File: config.mk
export PLATFORM = sky130hd
export DESIGN_NAME = garage_door_supervisor
export DESIGN_NICKNAME = d
export VERILOG_FILES = /design/src/rtl/garage_door_supervisor.sv
export SDC_FILE = /design/constraint.sdc
export NUM_CORES = 1
export LEC_CHECK = 0
export BUFFER_PORTS_ARGS = -buffer_cell sky130_fd_sc_hd__buf_2
export CORE_AREA = 8 8 59 61
export DETAILED_ROUTE_END_ITERATION = 8
export DIE_AREA = 0 0 67 69
export HOLD_SLACK_MARGIN = 0.1
export PLACE_DENSITY = 0.67
export SLEW_MARGIN = 15
export SYNTH_ARGS = -nofsm -noshare
export SYNTH_HDL_FRONTEND = slang
export SYNTH_SLANG_ARGS = --single-unit
export TNS_END_PERCENT = 20
File: constraint.sdc
create_clock -name clk -period 2.5 [get_ports clk]
set_input_delay 0.75 -clock clk [delete_from_list [all_inputs] [get_ports clk]]
set_output_delay 0.75 -clock clk [all_outputs]
set_load 0.01 [all_outputs]
File: src/rtl/garage_door_supervisor.sv
// Garage door supervisor: arbitrates wall / keypad / remote requests, runs the
// door motor FSM, auto-closes an open door, and latches a fault on motor
// watchdog expiry or contradictory limit sensors.
//
// Optional feature macro: OBSTACLE_REVERSE_EN
//   defined   - obstacle in CLOSING reverses to OPENING; commands in PAUSE_CLOSE
//               are ignored while obstacle is high
//   undefined - obstacle input is ignored (port kept)
//
// Ports:
//   clk        sole clock, rising edge
//   reset      synchronous, active-high
//   wall       wall button (level)
//   keypad     keypad-accepted (level)
//   remote     remote button (level)
//   open       door-fully-open sensor
//   closed     door-fully-closed sensor
//   obstacle   beam-broken sensor
//   power      1 = motor on
//   direction  0 = open, 1 = close
//   fault      1 = latched fault
//   grant      0 none, 1 wall, 2 keypad, 3 remote; one-cycle pulse per command
//   state      current FSM state
//
// Parameters (all must be >= 1):
//   AUTOCLOSE_CYC  cycles spent in OPEN before auto-close
//   RUN_MAX_CYC    consecutive motor-on cycles before FAULT
//   LOCKOUT_CYC    cycles after an accepted command during which edges are dropped
module garage_door_supervisor #(
  parameter int unsigned AUTOCLOSE_CYC = 30,
  parameter int unsigned RUN_MAX_CYC   = 100,
  parameter int unsigned LOCKOUT_CYC   = 4
) (
  input  logic       clk,
  input  logic       reset,
  input  logic       wall,
  input  logic       keypad,
  input  logic       remote,
  input  logic       open,
  input  logic       closed,
  input  logic       obstacle,
  output logic       power,
  output logic       direction,
  output logic       fault,
  output logic [1:0] grant,
  output logic [2:0] state
);

  // Auto-close and run counters only ever hold values up to (limit - 1),
  // because reaching the limit forces a state change that clears them.
  localparam int unsigned AcW   = (AUTOCLOSE_CYC > 1) ? $clog2(AUTOCLOSE_CYC) : 1;
  localparam int unsigned RunW  = (RUN_MAX_CYC > 1) ? $clog2(RUN_MAX_CYC) : 1;
  localparam int unsigned LockW = (LOCKOUT_CYC > 0) ? $clog2(LOCKOUT_CYC + 1) : 1;

  typedef enum logic [2:0] {
    StClosed     = 3'b000,
    StOpening    = 3'b001,
    StOpen       = 3'b010,
    StPauseOpen  = 3'b011,
    StClosing    = 3'b100,
    StPauseClose = 3'b101,
    StFault      = 3'b110
  } state_e;

  state_e           state_q, state_d;
  logic             wall_prev_q, keypad_prev_q, remote_prev_q;
  logic [LockW-1:0] lock_q, lock_d;
  logic [AcW-1:0]   ac_q, ac_d;
  logic [RunW-1:0]  run_q, run_d;
  logic [1:0]       grant_q, grant_d;

  logic [2:0] req_edge;
  logic       cmd;
  logic [1:0] winner;
  logic       contradiction;
  logic       watchdog_hit;
  logic       ac_done;
  logic       obst_active;

`ifdef OBSTACLE_REVERSE_EN
  assign obst_active = obstacle;
`else
  logic unused_obstacle;
  assign unused_obstacle = obstacle;
  assign obst_active     = 1'b0;
`endif

  // Rising-edge detect; prev registers reset high so levels held through reset
  // never look like a fresh press.
  assign req_edge = {wall & ~wall_prev_q, keypad & ~keypad_prev_q, remote & ~remote_prev_q};

  assign cmd = (|req_edge) && (lock_q == '0) && (state_q != StFault);

  // Fixed priority wall > keypad > remote; losers are simply dropped.
  always_comb begin
    winner = 2'd0;
    if (req_edge[2]) begin
      winner = 2'd1;
    end else if (req_edge[1]) begin
      winner = 2'd2;
    end else if (req_edge[0]) begin
      winner = 2'd3;
    end
  end

  assign contradiction = open & closed;
  assign watchdog_hit  = (run_q == RunW'(RUN_MAX_CYC - 1));
  assign ac_done       = (ac_q == AcW'(AUTOCLOSE_CYC - 1));

  // Next-state logic
  always_comb begin
    state_d = state_q;
    case (state_q)
      StClosed: begin
        if (cmd) state_d = StOpening;
      end
      StOpening: begin
        if (watchdog_hit || contradiction) begin
          state_d = StFault;
        end else if (cmd) begin
          state_d = StPauseOpen;
        end else if (open) begin
          state_d = StOpen;
        end
      end
      StOpen: begin
        if (cmd || ac_done) state_d = StClosing;
      end
      StPauseOpen: begin
        if (cmd) state_d = StOpening;
      end
      StClosing: begin
        if (watchdog_hit || contradiction) begin
          state_d = StFault;
        end else if (obst_active) begin
          state_d = StOpening;
        end else if (cmd) begin
          state_d = StPauseClose;
        end else if (closed) begin
          state_d = StClosed;
        end
      end
      StPauseClose: begin
        if (cmd && !obst_active) state_d = StClosing;
      end
      StFault: begin
        state_d = StFault;
      end
      default: begin
        state_d = StClosed;
      end
    endcase
  end

  // Counters and grant next-state
  always_comb begin
    grant_d = cmd ? winner : 2'd0;

    lock_d = lock_q;
    if (cmd) begin
      lock_d = LockW'(LOCKOUT_CYC);
    end else if (lock_q != '0) begin
      lock_d = lock_q - 1'b1;
    end

    // Run counter restarts on every entry into a motor state, including resume.
    run_d = '0;
    if ((state_d == StOpening || state_d == StClosing) && (state_d == state_q)) begin
      run_d = run_q + 1'b1;
    end

    ac_d = '0;
    if ((state_q == StOpen) && (state_d == StOpen)) begin
      ac_d = ac_q + 1'b1;
    end
  end

  always_ff @(posedge clk) begin
    if (reset) begin
      state_q       <= StClosed;
      wall_prev_q   <= 1'b1;
      keypad_prev_q <= 1'b1;
      remote_prev_q <= 1'b1;
      lock_q        <= '0;
      ac_q          <= '0;
      run_q         <= '0;
      grant_q       <= 2'd0;
    end else begin
      state_q       <= state_d;
      wall_prev_q   <= wall;
      keypad_prev_q <= keypad;
      remote_prev_q <= remote;
      lock_q        <= lock_d;
      ac_q          <= ac_d;
      run_q         <= run_d;
      grant_q       <= grant_d;
    end
  end

  // Moore outputs
  always_comb begin
    power     = (state_q == StOpening) || (state_q == StClosing);
    direction = (state_q == StClosing);
    fault     = (state_q == StFault);
    grant     = grant_q;
    state     = state_q;
  end

endmodule

Word-level counts from Yosys, hierarchy flattened
Index checks and enable logic that the tools add are counted.
{"block": "op_classes", "eq_ne": 13, "multipliers": 0, "n_reduce_logical": 19, "n_div": 0, "shifts": 0, "magnitude_cmp": 0, "add_sub_neg": 3, "bitwise_logic": 10, "n_mux": 15}
{"cell": "two-way mux 3 bit", "n": 11}
{"cell": "one-hot mux 3 bit (6 select lines)", "n": 1}
{"cell": "equality test 3 bit, second input constant", "n": 4}
{"cell": "OR reduction 2 bit", "n": 5}
{"cell": "equality test 3 x 2 -> 1 bit, second input constant", "n": 3}
{"cell": "adder 7 x 1 -> 7 bit, second input constant", "n": 1}
{"cell": "equality test 7 bit, second input constant", "n": 1}
{"cell": "equality test 3 x 1 -> 1 bit, second input constant", "n": 2}
{"cell": "zero test 3 bit", "n": 2}
{"cell": "inverter 1 bit", "n": 6}
{"cell": "OR reduction 3 bit", "n": 2}
{"cell": "adder 5 x 1 -> 5 bit, second input constant", "n": 1}
{"cell": "equality test 5 bit, second input constant", "n": 1}
{"cell": "AND 1 bit", "n": 4}
{"cell": "logical AND 1 bit", "n": 4}
{"cell": "logical OR 1 bit", "n": 4}
{"cell": "two-way mux 2 bit", "n": 2}
{"cell": "equality test 3 bit", "n": 1}
{"cell": "inequality test 3 bit, second input constant", "n": 1}
{"cell": "nonzero test 3 bit", "n": 1}
{"cell": "subtractor 3 x 1 -> 3 bit, second input constant", "n": 1}
{"cell": "nonzero test 2 bit", "n": 1}
{"cell": "two-way mux 1 bit", "n": 1}
{"block": "totals", "mem_bits_rw": 0, "out_inout_bits": 8, "inputBits": 8, "latch_bits": 0, "mem_count": 0, "elab_cells": 70, "mem_bits_ro": 0, "reg_bits": 23}

Longest topological paths before layout
{"block": "depth", "depth_word": 13, "mapped_depth": 7, "depth_no_buf": 7}

Least setup slack after synthesis
Ideal clock, no wire load.
{"block": "synth_timing", "path_type": "input port to flip-flop", "start": "input port remote", "end": "register ac_q[2]", "required_time_ns": 2.436, "path_buffers": 0, "stages": 5, "t_arrival_ns": 1.969, "setup_time_ns": 0.064, "slack_ns": 0.466, "path_cell_list": "and2b_4 -> o31ai_2 -> nand2_1 -> or4_4 -> nor2_1"}
{"block": "synth_via", "elab_chain_cells": 11, "elab_cells_between_ends": 17, "classes_between": "eq/ne (1); mux (8); bitwise (2); reduce/logical (6)"}
{"element": "from (decl)", "line_no": "38", "text": "input logic remote,"}
{"element": "AND 1 bit (*)", "line_no": "90", "text": "assign req_edge = {wall & ~wall_prev_q, keypad & ~keypad_prev_q, remote & ~remote_prev_q};"}
{"element": "OR reduction 3 bit (*)", "line_no": "92", "text": "assign cmd = (|req_edge) && (lock_q == '0) && (state_q != StFault);"}
{"element": "logical AND 1 bit (*) (2 in series)", "line_no": "92"}
{"element": "two-way mux 3 bit (tied with other cells)", "line_no": "137", "text": "end else if (cmd) begin"}
{"element": "two-way mux 3 bit, on equally long branches", "line_no": "133, 118, 127"}
{"element": "one-hot mux 3 bit (6 select lines) (*)", "line_no": "113", "text": "case (state_q)"}
{"element": "equality test 3 x 2 -> 1 bit (*)", "line_no": "173", "text": "if ((state_q == StOpen) && (state_d == StOpen)) begin"}
{"element": "logical AND 1 bit (*)", "line_no": "173"}
{"element": "inverter 1 bit (no line) (*)"}
{"element": "OR reduction 2 bit (no line) (*)"}
{"element": "to (signal assigned)", "line_no": "185", "text": "ac_q <= '0;"}
{"element": "to (signal assigned)", "line_no": "194", "text": "ac_q <= ac_d;"}
{"element": "to (decl)", "line_no": "68", "text": "logic [AcW-1:0] ac_q, ac_d;"}
Every way passes the cells marked *; elsewhere a longest branch is shown, timed or not.
A chain may end at the register's enable or synchronous reset.

Worst setup path after layout
{"block": "layout_timing", "start": "register state_q[0] (netlist: state[0])", "end": "output port power"}
{"block": "layout_via", "elab_chain_cells": 2, "elab_cells_between_ends": 3, "classes_between": "eq/ne (2); reduce/logical (1)"}
{"element": "from (decl)", "line_no": "65", "text": "state_e state_q, state_d;"}
{"element": "from (signal assigned)", "line_no": "180", "text": "state_q <= StClosed;"}
{"element": "from (signal assigned)", "line_no": "189", "text": "state_q <= state_d;"}
{"element": "equality test 3 x 1 -> 1 bit / equality test 3 bit (equally long branches)", "line_no": "202", "text": "power = (state_q == StOpening) || (state_q == StClosing);"}
{"element": "logical OR 1 bit (*)", "line_no": "202"}
{"element": "to (decl)", "line_no": "42", "text": "output logic power,"}
Marks and branches as above.

==> insert_results.sql <==
INSERT INTO impl_metrics (metric_group, metric, value, unit) VALUES
('synthesis', 'synth-warning-count', '0', ''),
('finish', 'finish.net_count', '165', ''),
('cts', 'post_cts.repair.setup_buffers', '0', ''),
('synthesis', 'synthArstFlopShare', '0', '%'),
('power_and_ir_drop', 'net-switching-power', '0.307', 'mW'),
('power_and_ir_drop', 'p_int', '0.601', 'mW'),
('synthesis', 'yosys.area.top_type_share', '37.4', '%'),
('sta', 'finalCritPeriodShare', '86.6', '%'),
('critical_path', 'end_kind', 'primary output', ''),
('power_and_ir_drop', 'switching_share', '33.8', '%'),
('critical_path', 'max_stage_delay', '0.54', 'ns'),
('critical_path', 'critical_path.cell_chain', 'nand2b_1 -> a21oi_1 -> buf_2', ''),
('sta', 'slew_headroom', '72.2', '%'),
('placed_design', 'dpl_cell_area', '1340', 'um2'),
('cts', 'number_of_hold_buffers_added_after_cts', '0', ''),
('cts', 'cts-resized-gates', '0', ''),
('floorplanning', 'design.die.area', '4620', 'um2'),
('critical_path', 'worst-endpoint-arrival', '1.41', 'ns'),
('synthesis', 'synth_top_area_cell', 'sky130_fd_sc_hd__dfxtp_1', ''),
('synthesis', 'synth_sequential_area_ratio', '37.4', '%'),
('critical_path', 'worstPathMaxFanout', '12', ''),
('sta', 'final.setup.tns', '0', 'ns'),
('detailed_routing', 'route.vias.total', '962', ''),
('sta', 'timing_hold_violations_final', '0', ''),
('power_and_ir_drop', 'pwr-share-clk', '19.4', '%'),
('floorplanning', 'initial_utilization', '47.1', '%'),
('synthesis', 'netlist_area', '1230', 'um2'),
('cts', 'clk_pin_slew', '0.13', 'ns'),
('sta', 'rsz0062_at_grt', 'no', ''),
('sta', 'worst_slack', '0.335', 'ns'),
('cts', 'worstSkewPairLatency', '0.31', 'ns'),
('cts', 'clock_tree.htree_level_count', '1', ''),
('synthesis', 'post_synth_main_area_contributors', 'sky130_fd_sc_hd__dfxtp_1, sky130_fd_sc_hd__ha_1, sky130_fd_sc_hd__nor2_1', ''),
('sta', 'final.min_clock_period', '2.16', 'ns'),
('synthesis', 'synth-main-ff-cell', 'sky130_fd_sc_hd__dfxtp_1', ''),
('power_and_ir_drop', 'power.density', '664', 'nW/um2'),
('detailed_routing', 'postRouteWirelength', '2300', 'um'),
('floorplanning', 'std_cell_rows', '19', ''),
('critical_path', 'startpoint_type', 'register', ''),
('grt', 'first_pass_grt_wire_length', '4050', 'um'),
('grt', 'largest_net_degree_at_the_start_of_global_routing', '15', ''),
('cts', 'clock_tree.buffer_depth', '2', ''),
('detailed_routing', 'post_drt_via_cell_ratio', '5.31', ''),
('detailed_routing', 'drt_first_pass_iters', '4', ''),
('finish', 'layout.cell_area.non_filler', '1370', 'um2'),
('detailed_routing', 'wl_per_instance', '12.7', 'um'),
('status', 'status', 'finished clean', ''),
('hold_path', 'hold_path.class', 'reg2reg', ''),
('sta', 'maxClockFrequency', '462', 'MHz'),
('grt', 'grt_use_total', '10.7', '%'),
('finish', 'areaGrowthSynthToFinish', '11.0', '%'),
('synthesis', 'synth.top_cells.by_count', 'sky130_fd_sc_hd__dfxtp_1, sky130_fd_sc_hd__nor2_1, sky130_fd_sc_hd__inv_1', ''),
('cts', 'cts_made_buffers', '3', ''),
('flow_run', 'drv_cap', '0', ''),
('synthesis', 'ys_ff_latch', '23', ''),
('critical_path', 'crit_required', '1.75', 'ns'),
('sta', 'finalSetupViolCount', '0', ''),
('detailed_routing', 'antenna_violating_nets_post_route', '0', ''),
('synthesis', 'synth.avg_cell_area', '9.19', 'um2'),
('placed_design', 'detailedPlacementHpwl', '1810', 'um'),
('finish', 'multi_input_comb_area', '729', 'um2'),
('floorplanning', 'ios', '16', ''),
('finish', 'antenna-diode-count', '0', ''),
('synthesis', 'syn-num-nets', '148', ''),
('finish', 'fillCellCount', '276', ''),
('cts', 'cts_num_sinks', '23', ''),
('synthesis', 'yosys.cell_count.top_type', 'sky130_fd_sc_hd__dfxtp_1', ''),
('power_and_ir_drop', 'p_leak', '0.569', 'nW'),
('detailed_routing', 'dr.first_iter.drc_count', '21', ''),
('cts', 'ctsRootBufferMaster', 'sky130_fd_sc_hd__clkbuf_4', ''),
('finish', 'register_area', '460', 'um2');
## cells in the final DEF (no fill, tap or decap), types with 2 or more instances in the layout
master and instances:
sky130_fd_sc_hd__o21ai_1 2, sky130_fd_sc_hd__nand3_1 6, sky130_fd_sc_hd__nor2b_1 4, sky130_fd_sc_hd__dfxtp_1 23, sky130_fd_sc_hd__o21ai_0 2, sky130_fd_sc_hd__a21boi_0 2, sky130_fd_sc_hd__xnor2_1 3, sky130_fd_sc_hd__buf_2 14
sky130_fd_sc_hd__nand2_1 6, sky130_fd_sc_hd__nor2_1 14, sky130_fd_sc_hd__a21oi_1 7, sky130_fd_sc_hd__and2b_4 2, sky130_fd_sc_hd__xor2_1 5, sky130_fd_sc_hd__ha_1 6, sky130_fd_sc_hd__nand4_1 2, sky130_fd_sc_hd__and2_1 7
sky130_fd_sc_hd__inv_1 8, sky130_fd_sc_hd__nand2b_1 4, sky130_fd_sc_hd__or2_2 3, sky130_fd_sc_hd__nor3_1 3, sky130_fd_sc_hd__clkbuf_4 3
## power by group through the flow
stage               clock network (mW)  logic [mW]  registers, mW
finish                           0.176       0.296          0.436
global route                     0.194       0.337          0.446
CTS                              0.185       0.302          0.436
detailed placement                   0       0.299          0.446
global placement                     0       0.285          0.443
floorplan                            0       0.232          0.435
## sequential cells by signal, indices dropped and copies added (netlist names)
signal / count
run_q: 7
ac_q: 5
keypad_prev_q: 1
state: 3
remote_prev_q: 1
wall_prev_q: 1
lock_q: 3
grant: 2
## stage by stage
stage | utilization (%) | hold WS, ns | power, mW | cells
finish | 52.2 | 0.478 | 0.908 | 181
global route | 52.2 | 0.516 | 0.977 | 181
CTS | 52.2 | 0.481 | 0.923 | 181
detailed placement | 51.1 | 0.455 | 0.745 | 177
global placement | 51.1 | 0.449 | 0.728 | 177
floorplan | - | 0.434 | 0.667 | 134
## kinds of logic (layout without fill, tap and decap cells)
kind of cell	Yosys count	count (layout)	synth area share, %
XOR/XNOR	8	8	5.69
flip-flops	23	23	37.4
AO/OA/AOI/OAI	30	30	20.5
buffers and inverters	11	27	3.35
adder cells (fa/ha/maj)	6	6	6.10
AND/OR/NAND/NOR	56	56	26.9
## layer usage
metal	global-route usage [%]	share of wire, %	vias to the layer above
met5	0	0	-
met4	4.19	1.1	0
met3	1.94	3.4	4
met2	19.3	53	13
met1	11.8	43	452
li1	-	-	493
## final timing paths
| kind | startpoint | to | slack (ns) | depth (start not counted) |
|---|---|---|---|---|
| hold reg to reg | run_q[0] | run_q[0] | 0.48 | 1 |
| setup reg to reg | lock_q[0] | run_q[3] | 0.45 | 7 |
| hold / removal | run_q[0] | run_q[0] | 0.48 | 1 |
| setup / recovery | state[0] | power | 0.34 | 3 |
## layout make-up
class,count,area share [%]
Tap cell,31,2.84
Multi-Input combinational cell,100,53.4
Clock buffer,3,1.65
Clock inverter,1,0.549
Sequential cell,23,33.7
Timing Repair Buffer,15,5.68
Inverter,8,2.20
## worst max-delay path: cells and delay by family, from the launching register on
family                 cells  cell delay [ns]
flip-flops                 1             0.54
AND/OR/NAND/NOR            1             0.17
buffers and inverters      1             0.17
AO/OA/AOI/OAI              1             0.22
(Power assumes the default switching activity.)
